--- config.mk ---
export PLATFORM = sky130hd
export DESIGN_NAME = seven_seg_scanner
export DESIGN_NICKNAME = d
export VERILOG_FILES = /design/src/rtl/seven_seg_pkg.sv /design/src/rtl/sync_edge_detect.sv /design/src/rtl/seven_seg_scanner.sv
export SDC_FILE = /design/constraint.sdc
export NUM_CORES = 1
export LEC_CHECK = 0
export BUFFER_PORTS_ARGS = -buffer_cell sky130_fd_sc_hd__buf_2
export CAP_MARGIN = 20
export CORE_ASPECT_RATIO = 1.1
export CORE_MARGIN = 2
export CORE_UTILIZATION = 50
export CTS_CLUSTER_DIAMETER = 40
export CTS_CLUSTER_SIZE = 8
export DETAILED_ROUTE_END_ITERATION = 6
export PLACE_DENSITY = 0.78
export SLEW_MARGIN = 20
export SYNTH_ARGS = -nofsm -noshare
export SYNTH_HDL_FRONTEND = slang
export SYNTH_SLANG_ARGS = --single-unit
--- constraint.sdc ---
create_clock -name clock_in -period 5.6 [get_ports clock_in]
set_input_delay 0.84 -clock clock_in [delete_from_list [all_inputs] [get_ports clock_in]]
set_output_delay 0.84 -clock clock_in [all_outputs]
set_load 0.02 [all_outputs]
--- src/rtl/seven_seg_pkg.sv ---
// -----------------------------------------------------------------------------
// seven_seg_pkg
// Shared definitions for the seven-segment scanner:
//   - SEG_A..SEG_G, SEG_DP : bit positions inside the 8-bit segment byte
//                            {dp,g,f,e,d,c,b,a}
//   - SEG_DECODE           : hex nibble -> a..g pattern (active-high)
//   - scan_state_e         : scanner FSM states
//   - seg_pattern()        : builds the full active-high segment byte
// -----------------------------------------------------------------------------
package seven_seg_pkg;

  localparam int SEG_A  = 0;
  localparam int SEG_B  = 1;
  localparam int SEG_C  = 2;
  localparam int SEG_D  = 3;
  localparam int SEG_E  = 4;
  localparam int SEG_F  = 5;
  localparam int SEG_G  = 6;
  localparam int SEG_DP = 7;

  // Index 0 is the leftmost entry; lowercase b and d avoid clashing with 8 and 0.
  localparam logic [6:0] SEG_DECODE [16] = '{
    7'h3F, 7'h06, 7'h5B, 7'h4F, 7'h66, 7'h6D, 7'h7D, 7'h07,
    7'h7F, 7'h6F, 7'h77, 7'h7C, 7'h39, 7'h5E, 7'h79, 7'h71
  };

  typedef enum logic {
    SHOW  = 1'b0,
    BLANK = 1'b1
  } scan_state_e;

  function automatic logic [7:0] seg_pattern(input logic [3:0] nib, input logic dp);
    logic [7:0] s;
    s               = 8'h00;
    s[SEG_G:SEG_A]  = SEG_DECODE[nib];
    s[SEG_DP]       = dp;
    return s;
  endfunction

endpackage

--- src/rtl/sync_edge_detect.sv ---
// -----------------------------------------------------------------------------
// sync_edge_detect
// Brings an asynchronous level into the clock_in domain through a flop chain
// and emits a one-cycle pulse on each rising edge of the synchronised level.
// Usable for the divided scan clock or for debounced push buttons.
//
// Parameters:
//   SYNC_STAGES : synchronizer depth (>= 2)
// Ports:
//   clock_in : system clock
//   reset    : synchronous, active-high reset (clears chain and edge register)
//   async_in : level to synchronise (treated as data)
//   rise     : high for exactly one cycle per rising edge of the synced level
// -----------------------------------------------------------------------------
module sync_edge_detect #(
  parameter int SYNC_STAGES = 2
) (
  input  logic clock_in,
  input  logic reset,
  input  logic async_in,
  output logic rise
);

  logic [SYNC_STAGES-1:0] sync_q;
  logic                   level_d;

  always_ff @(posedge clock_in) begin
    if (reset) begin
      sync_q  <= '0;
      level_d <= 1'b0;
    end else begin
      sync_q  <= {sync_q[SYNC_STAGES-2:0], async_in};
      level_d <= sync_q[SYNC_STAGES-1];
    end
  end

  // Combinational so the consumer sees the tick in the cycle right after the
  // last synchronizer stage goes high.
  assign rise = sync_q[SYNC_STAGES-1] & ~level_d;

endmodule

--- src/rtl/seven_seg_scanner.sv ---
// -----------------------------------------------------------------------------
// seven_seg_scanner
// Multiplexed seven-segment driver. The slow scan clock from the clock divider
// is sampled as data; each rising edge becomes a scan tick that moves the
// display to the next digit through a guard blank interval (anti-ghosting).
//
// Parameters:
//   NUM_DIGITS   : number of digits (2..8)
//   BLANK_CYCLES : counter load for the guard interval; BLANK lasts
//                  BLANK_CYCLES+1 cycles (exactly 1 when 0)
//   ACTIVE_LOW   : 1 = pins are active-low, 0 = active-high
//   SYNC_STAGES  : scan_clk synchronizer depth (>= 2)
// Ports:
//   clock_in  : system clock (only clock)
//   reset     : synchronous, active-high reset
//   scan_clk  : divided clock level, sampled as data
//   enable    : 0 forces all anodes inactive, scanning continues
//   digits    : hex nibbles, digit i = digits[4i+3:4i]
//   dp_in     : decimal point per digit
//   anode_out : one-hot digit select, pin polarity
//   seg_out   : {dp,g,f,e,d,c,b,a}, pin polarity
//   digit_idx : digit currently selected by the FSM (debug)
// Build option:
//   SEVEN_SEG_LZ_BLANK_EN : leading-zero blanking (digit 0 always shown,
//                           dp_in[i]=1 keeps digit i lit)
// -----------------------------------------------------------------------------
module seven_seg_scanner
  import seven_seg_pkg::*;
#(
  parameter int NUM_DIGITS   = 4,
  parameter int BLANK_CYCLES = 4,
  parameter int ACTIVE_LOW   = 1,
  parameter int SYNC_STAGES  = 2
) (
  input  logic                          clock_in,
  input  logic                          reset,
  input  logic                          scan_clk,
  input  logic                          enable,
  input  logic [4*NUM_DIGITS-1:0]       digits,
  input  logic [NUM_DIGITS-1:0]         dp_in,
  output logic [NUM_DIGITS-1:0]         anode_out,
  output logic [7:0]                    seg_out,
  output logic [$clog2(NUM_DIGITS)-1:0] digit_idx
);

  localparam int IDX_W = $clog2(NUM_DIGITS);
  localparam int CNT_W = (BLANK_CYCLES < 1) ? 1 : $clog2(BLANK_CYCLES + 1);

  localparam logic [CNT_W-1:0]      CNT_LOAD = CNT_W'(BLANK_CYCLES);
  localparam logic [IDX_W-1:0]      LAST_IDX = IDX_W'(NUM_DIGITS - 1);
  // "Off" pattern at the pins; XOR with it also applies the pin polarity.
  localparam logic [7:0]            SEG_OFF  = (ACTIVE_LOW != 0) ? 8'hFF : 8'h00;
  localparam logic [NUM_DIGITS-1:0] AN_OFF   = (ACTIVE_LOW != 0) ? {NUM_DIGITS{1'b1}}
                                                                 : {NUM_DIGITS{1'b0}};

  logic                  scan_tick;
  scan_state_e           state;
  logic [CNT_W-1:0]      blank_cnt;
  logic [IDX_W-1:0]      idx_q;
  logic                  first_pass;
  logic [3:0]            cur_nib;
  logic                  cur_dp;
  logic                  lz_blank;
  logic [NUM_DIGITS-1:0] anode_onehot;

  sync_edge_detect #(
    .SYNC_STAGES (SYNC_STAGES)
  ) u_scan_sync (
    .clock_in (clock_in),
    .reset    (reset),
    .async_in (scan_clk),
    .rise     (scan_tick)
  );

  // Scan FSM. Ticks arriving in BLANK are simply ignored (dropped).
  // first_pass keeps digit 0 on the very first exit from BLANK after reset.
  always_ff @(posedge clock_in) begin
    if (reset) begin
      state      <= BLANK;
      blank_cnt  <= '0;
      idx_q      <= '0;
      first_pass <= 1'b1;
    end else begin
      case (state)
        SHOW: begin
          if (scan_tick) begin
            state     <= BLANK;
            blank_cnt <= CNT_LOAD;
          end
        end
        BLANK: begin
          if (blank_cnt == '0) begin
            state      <= SHOW;
            first_pass <= 1'b0;
            if (!first_pass) begin
              idx_q <= (idx_q == LAST_IDX) ? '0 : idx_q + 1'b1;
            end
          end else begin
            blank_cnt <= blank_cnt - 1'b1;
          end
        end
        default: state <= BLANK;
      endcase
    end
  end

  // Select the nibble and decimal point for the current digit.
  always_comb begin
    cur_nib = 4'h0;
    cur_dp  = 1'b0;
    for (int i = 0; i < NUM_DIGITS; i++) begin
      if (idx_q == IDX_W'(i)) begin
        cur_nib = digits[4*i +: 4];
        cur_dp  = dp_in[i];
      end
    end
  end

`ifdef SEVEN_SEG_LZ_BLANK_EN
  // Walk from the most significant digit down; upper_zero stays set while
  // every digit seen so far (inclusive) is zero. Digit 0 is never examined.
  logic upper_zero;
  always_comb begin
    lz_blank   = 1'b0;
    upper_zero = 1'b1;
    for (int i = NUM_DIGITS - 1; i >= 1; i--) begin
      upper_zero = upper_zero & (digits[4*i +: 4] == 4'h0);
      if (idx_q == IDX_W'(i)) begin
        lz_blank = upper_zero & ~dp_in[i];
      end
    end
  end
`else
  assign lz_blank = 1'b0;
`endif

  assign anode_onehot = {{(NUM_DIGITS-1){1'b0}}, 1'b1} << idx_q;

  // Output register: pins follow the FSM state one cycle later.
  always_ff @(posedge clock_in) begin
    if (reset) begin
      anode_out <= AN_OFF;
      seg_out   <= SEG_OFF;
    end else begin
      if ((state == SHOW) && enable && !lz_blank) begin
        anode_out <= anode_onehot ^ AN_OFF;
      end else begin
        anode_out <= AN_OFF;
      end
      if (state == SHOW) begin
        seg_out <= seg_pattern(cur_nib, cur_dp) ^ SEG_OFF;
      end else begin
        seg_out <= SEG_OFF;
      end
    end
  end

  assign digit_idx = idx_q;

endmodule
==> flow_summary.json <==
{
  "status": "finished clean",
  "r2r_start": "digit_idx[0]$_SDFFE_PP0P_",
  "start_kind": "flop",
  "required_ps": 5780,
  "die_h_um": 55.83,
  "grt_pass1_wl_um": 4029,
  "cts_tree": "built",
  "path_clk_slew_ps": 130,
  "cts_setup_buffers": 0,
  "final_common_cell": "buf_2",
  "max-clock-path-buffers": 2,
  "swShare_pct": 41.69,
  "dr.pass1.iters": 4,
  "ys_warn_count": 0,
  "crit_path_end_kind": "flop",
  "dieArea_um2": 2854,
  "ys_types": 36,
  "cts.sinks": 22,
  "final_util_pct": 63.81,
  "postCtsHoldBufs": 0,
  "p_leak_nw": 0.6333,
  "ys.flop_type": "dfxtp_1",
  "crit_arrival_ps": 2600,
  "maxSlewViolCount": 0,
  "power.share.clock_pct": 16.2,
  "setup_viol": 0,
  "path_class": "reg2reg",
  "place.gp.congestion": 0.8531,
  "start_util_pct": 53.69,
  "num_io_pins": 38,
  "overflow": 0,
  "via_per_inst": 5.325,
  "synth_nets": 171,
  "r2r_end": "seg_out[0]$_SDFF_PP1_",
  "synthArstFlopShare_pct": 0,
  "fin_cells": 200,
  "min_delay_path_depth": 1,
  "fin_crit_ps": 2416,
  "yosysTopAreaCell": "dfxtp_1",
  "yosys.area.top_type_share_pct": 36.07,
  "maxCapViolations": 0,
  "insertion_delay_ps": 300,
  "peakVddDrop_mv": 0.2941,
  "synthToLayoutAreaGrowth_pct": 18.85,
  "synth_edf_count": 0,
  "drive_above_1_share_pct": 27.65,
  "rsz0062_at_grt": "false",
  "setup_slack_ps": 3184,
  "hpwl_um": 1758,
  "num_vias": 1065,
  "cts_made_buffers": 3,
  "fin_skew_ps": 3.088,
  "hp-class": "reg2reg",
  "die_w_um": 51.12,
  "grt.total_usage_pct": 17.77,
  "internal_power_uw": 435.9,
  "fin_crit_sh_pct": 43.14,
  "pre_cts_ws_ps": 3195,
  "clockRootBuffer": "clkbuf_4",
  "avgSynthCellArea_um2": 9.113,
  "core_um2": 2275,
  "slowest_delay_ps": 430,
  "yosysSeqAreaShare_pct": 36.07,
  "fmax_mhz": 413.9,
  "n_antenna_cell": 0,
  "p_sw_uw": 311.6,
  "cp_cell_sequence": "inv_1 -> ha_1 -> nor2_2 -> o211ai_1 -> nand2_1 -> inv_1 -> ha_1 -> or3_1 -> o221ai_1 -> nand2_1",
  "p_total_uw": 747.5,
  "cpMaxStageDelayCell": "dfxtp_1",
  "mostFrequentLayoutCells": "37 x buf_2, 22 x dfxtp_1, 18 x nand2_1, 13 x ha_1, 12 x nor2_1",
  "tns_ps": 0,
  "antenna_found_initial": 0,
  "min_to": "u_scan_sync.sync_q[1]$_SDFF_PP0_",
  "final-hold-violation-count": 0,
  "grt_pass1_vias": 989,
  "drc": 0,
  "tightest_slew_ps": 615.1,
  "wl_per_cell_um": 11.43,
  "p_per_area_nw_per_um2": 515.0,
  "fillerInstances": 189,
  "ff2ff_path_depth": 10,
  "ctsResizeCount": 0,
  "drt-initial-drc-count": 35,
  "grt_max_degree": 14,
  "dpl.cell_count": 196,
  "cp-startpoint": "digit_idx[0]$_SDFFE_PP0P_",
  "ys_seq_elements": 22,
  "critPathMaxFanout": 8,
  "hp-start": "u_scan_sync.sync_q[0]$_SDFF_PP0_",
  "port_buffers": 37,
  "rows": 18,
  "cts.htree.levels": 1,
  "final_antenna_net_count": 0,
  "syn_inst": 134,
  "slew_headroom_pct": 58.84,
  "power_frac_seq_pct": 29.3,
  "synthTopCellsByArea": "dfxtp_1 36%, ha_1 13%, nand2_1 5.5%",
  "regToRegSetupSlack_ps": 3180,
  "layout.nets": 208,
  "routed_wl_um": 2286,
  "p_comb_share_pct": 54.4,
  "syn_area_um2": 1221
}
## state kept, by name, summed over array words and instances, names as in the netlist
register / cells
seg_out: 8
anode_out: 4
blank_cnt: 3
digit_idx: 2
u_scan_sync.sync_q: 2
first_pass: 1
state: 1
u_scan_sync.level_d: 1
## metal layers
layer	vias up	global-route usage [%]	share of wire [%]	routed length (um)
li1	544	-	-	-
met1	492	20.88	41	943
met2	27	31.17	53	1201
met3	2	4.032	5.5	125
met4	0	5.792	0.66	15
met5	-	0	0	0
## stage by stage
step	instance area (um2)	hold slack, ps
after floorplan	1221	413.8
after detailed placement	1399	427.8
after global placement	1399	422.0
after CTS	1451	457.8
after global routing	1451	470.9
final	1451	454.4
## worst max-delay path, delay by kind of cell (launching register included)
family,cells,cell delay (ps)
AO/OA/AOI/OAI,2,210
AND/OR/NAND/NOR,4,900
adder cells (fa/ha/maj),2,530
buffers and inverters,2,210
flip-flops,1,430
## cell families after synthesis
family	Yosys count	synth area share, %
buffers and inverters	12	5.840
AOI/OAI and AO/OA	29	19.16
DFF	22	36.07
xor gates and xnor gates	1	0.7173
adders and majority gates	13	13.32
and+or+nand+nor	56	24.08
muxes	1	0.8197
## how the worst max path moves through the flow
stage / cells after the start / slack (ps) / endpoint
4_1_cts: 10 / 3180 / seg_out[0]$_SDFF_PP1_
5_1_grt: 10 / 2940 / seg_out[0]$_SDFF_PP1_
3_5_place_dp: 10 / 3190 / seg_out[0]$_SDFF_PP1_
3_3_place_gp: 10 / 3270 / seg_out[0]$_SDFF_PP1_
6_report: 10 / 3180 / seg_out[0]$_SDFF_PP1_
2_1_floorplan: 10 / 3310 / seg_out[0]$_SDFF_PP1_
## cell usage after synthesis (all sizes together), types with 2 or more instances
cell,instances
nand2b,2
nor3b,4
o21ai,4
nand3,5
nor2b,8
a221o,3
nand3b,3
a221oi,2
nand2,18
a311o,2
buf,4
nor2,13
a21oi,8
dfxtp,22
o221ai,2
inv,7
ha,13
## area by class of cell
type	count	area (um2)	share of cell area [%]
Sequential cell	22	440.4	30.34
Multi-Input combinational cell	100	709.4	48.88
Clock buffer	3	22.52	1.552
Timing Repair Buffer	37	185.2	12.76
Inverter	7	26.28	1.810
Clock inverter	1	30.03	2.069
Tap cell	30	37.54	2.586
## power groups by stage
stage | sequential [mW] | clock (mW) | combinational [mW]
3_5_place_dp | 0.224 | 0 | 0.406
2_1_floorplan | 0.253 | 0 | 0.308
3_3_place_gp | 0.221 | 0 | 0.397
6_report | 0.219 | 0.121 | 0.407
4_1_cts | 0.220 | 0.124 | 0.408
5_1_grt | 0.226 | 0.131 | 0.463
No activity file was read; power rests on OpenSTA's default activity.
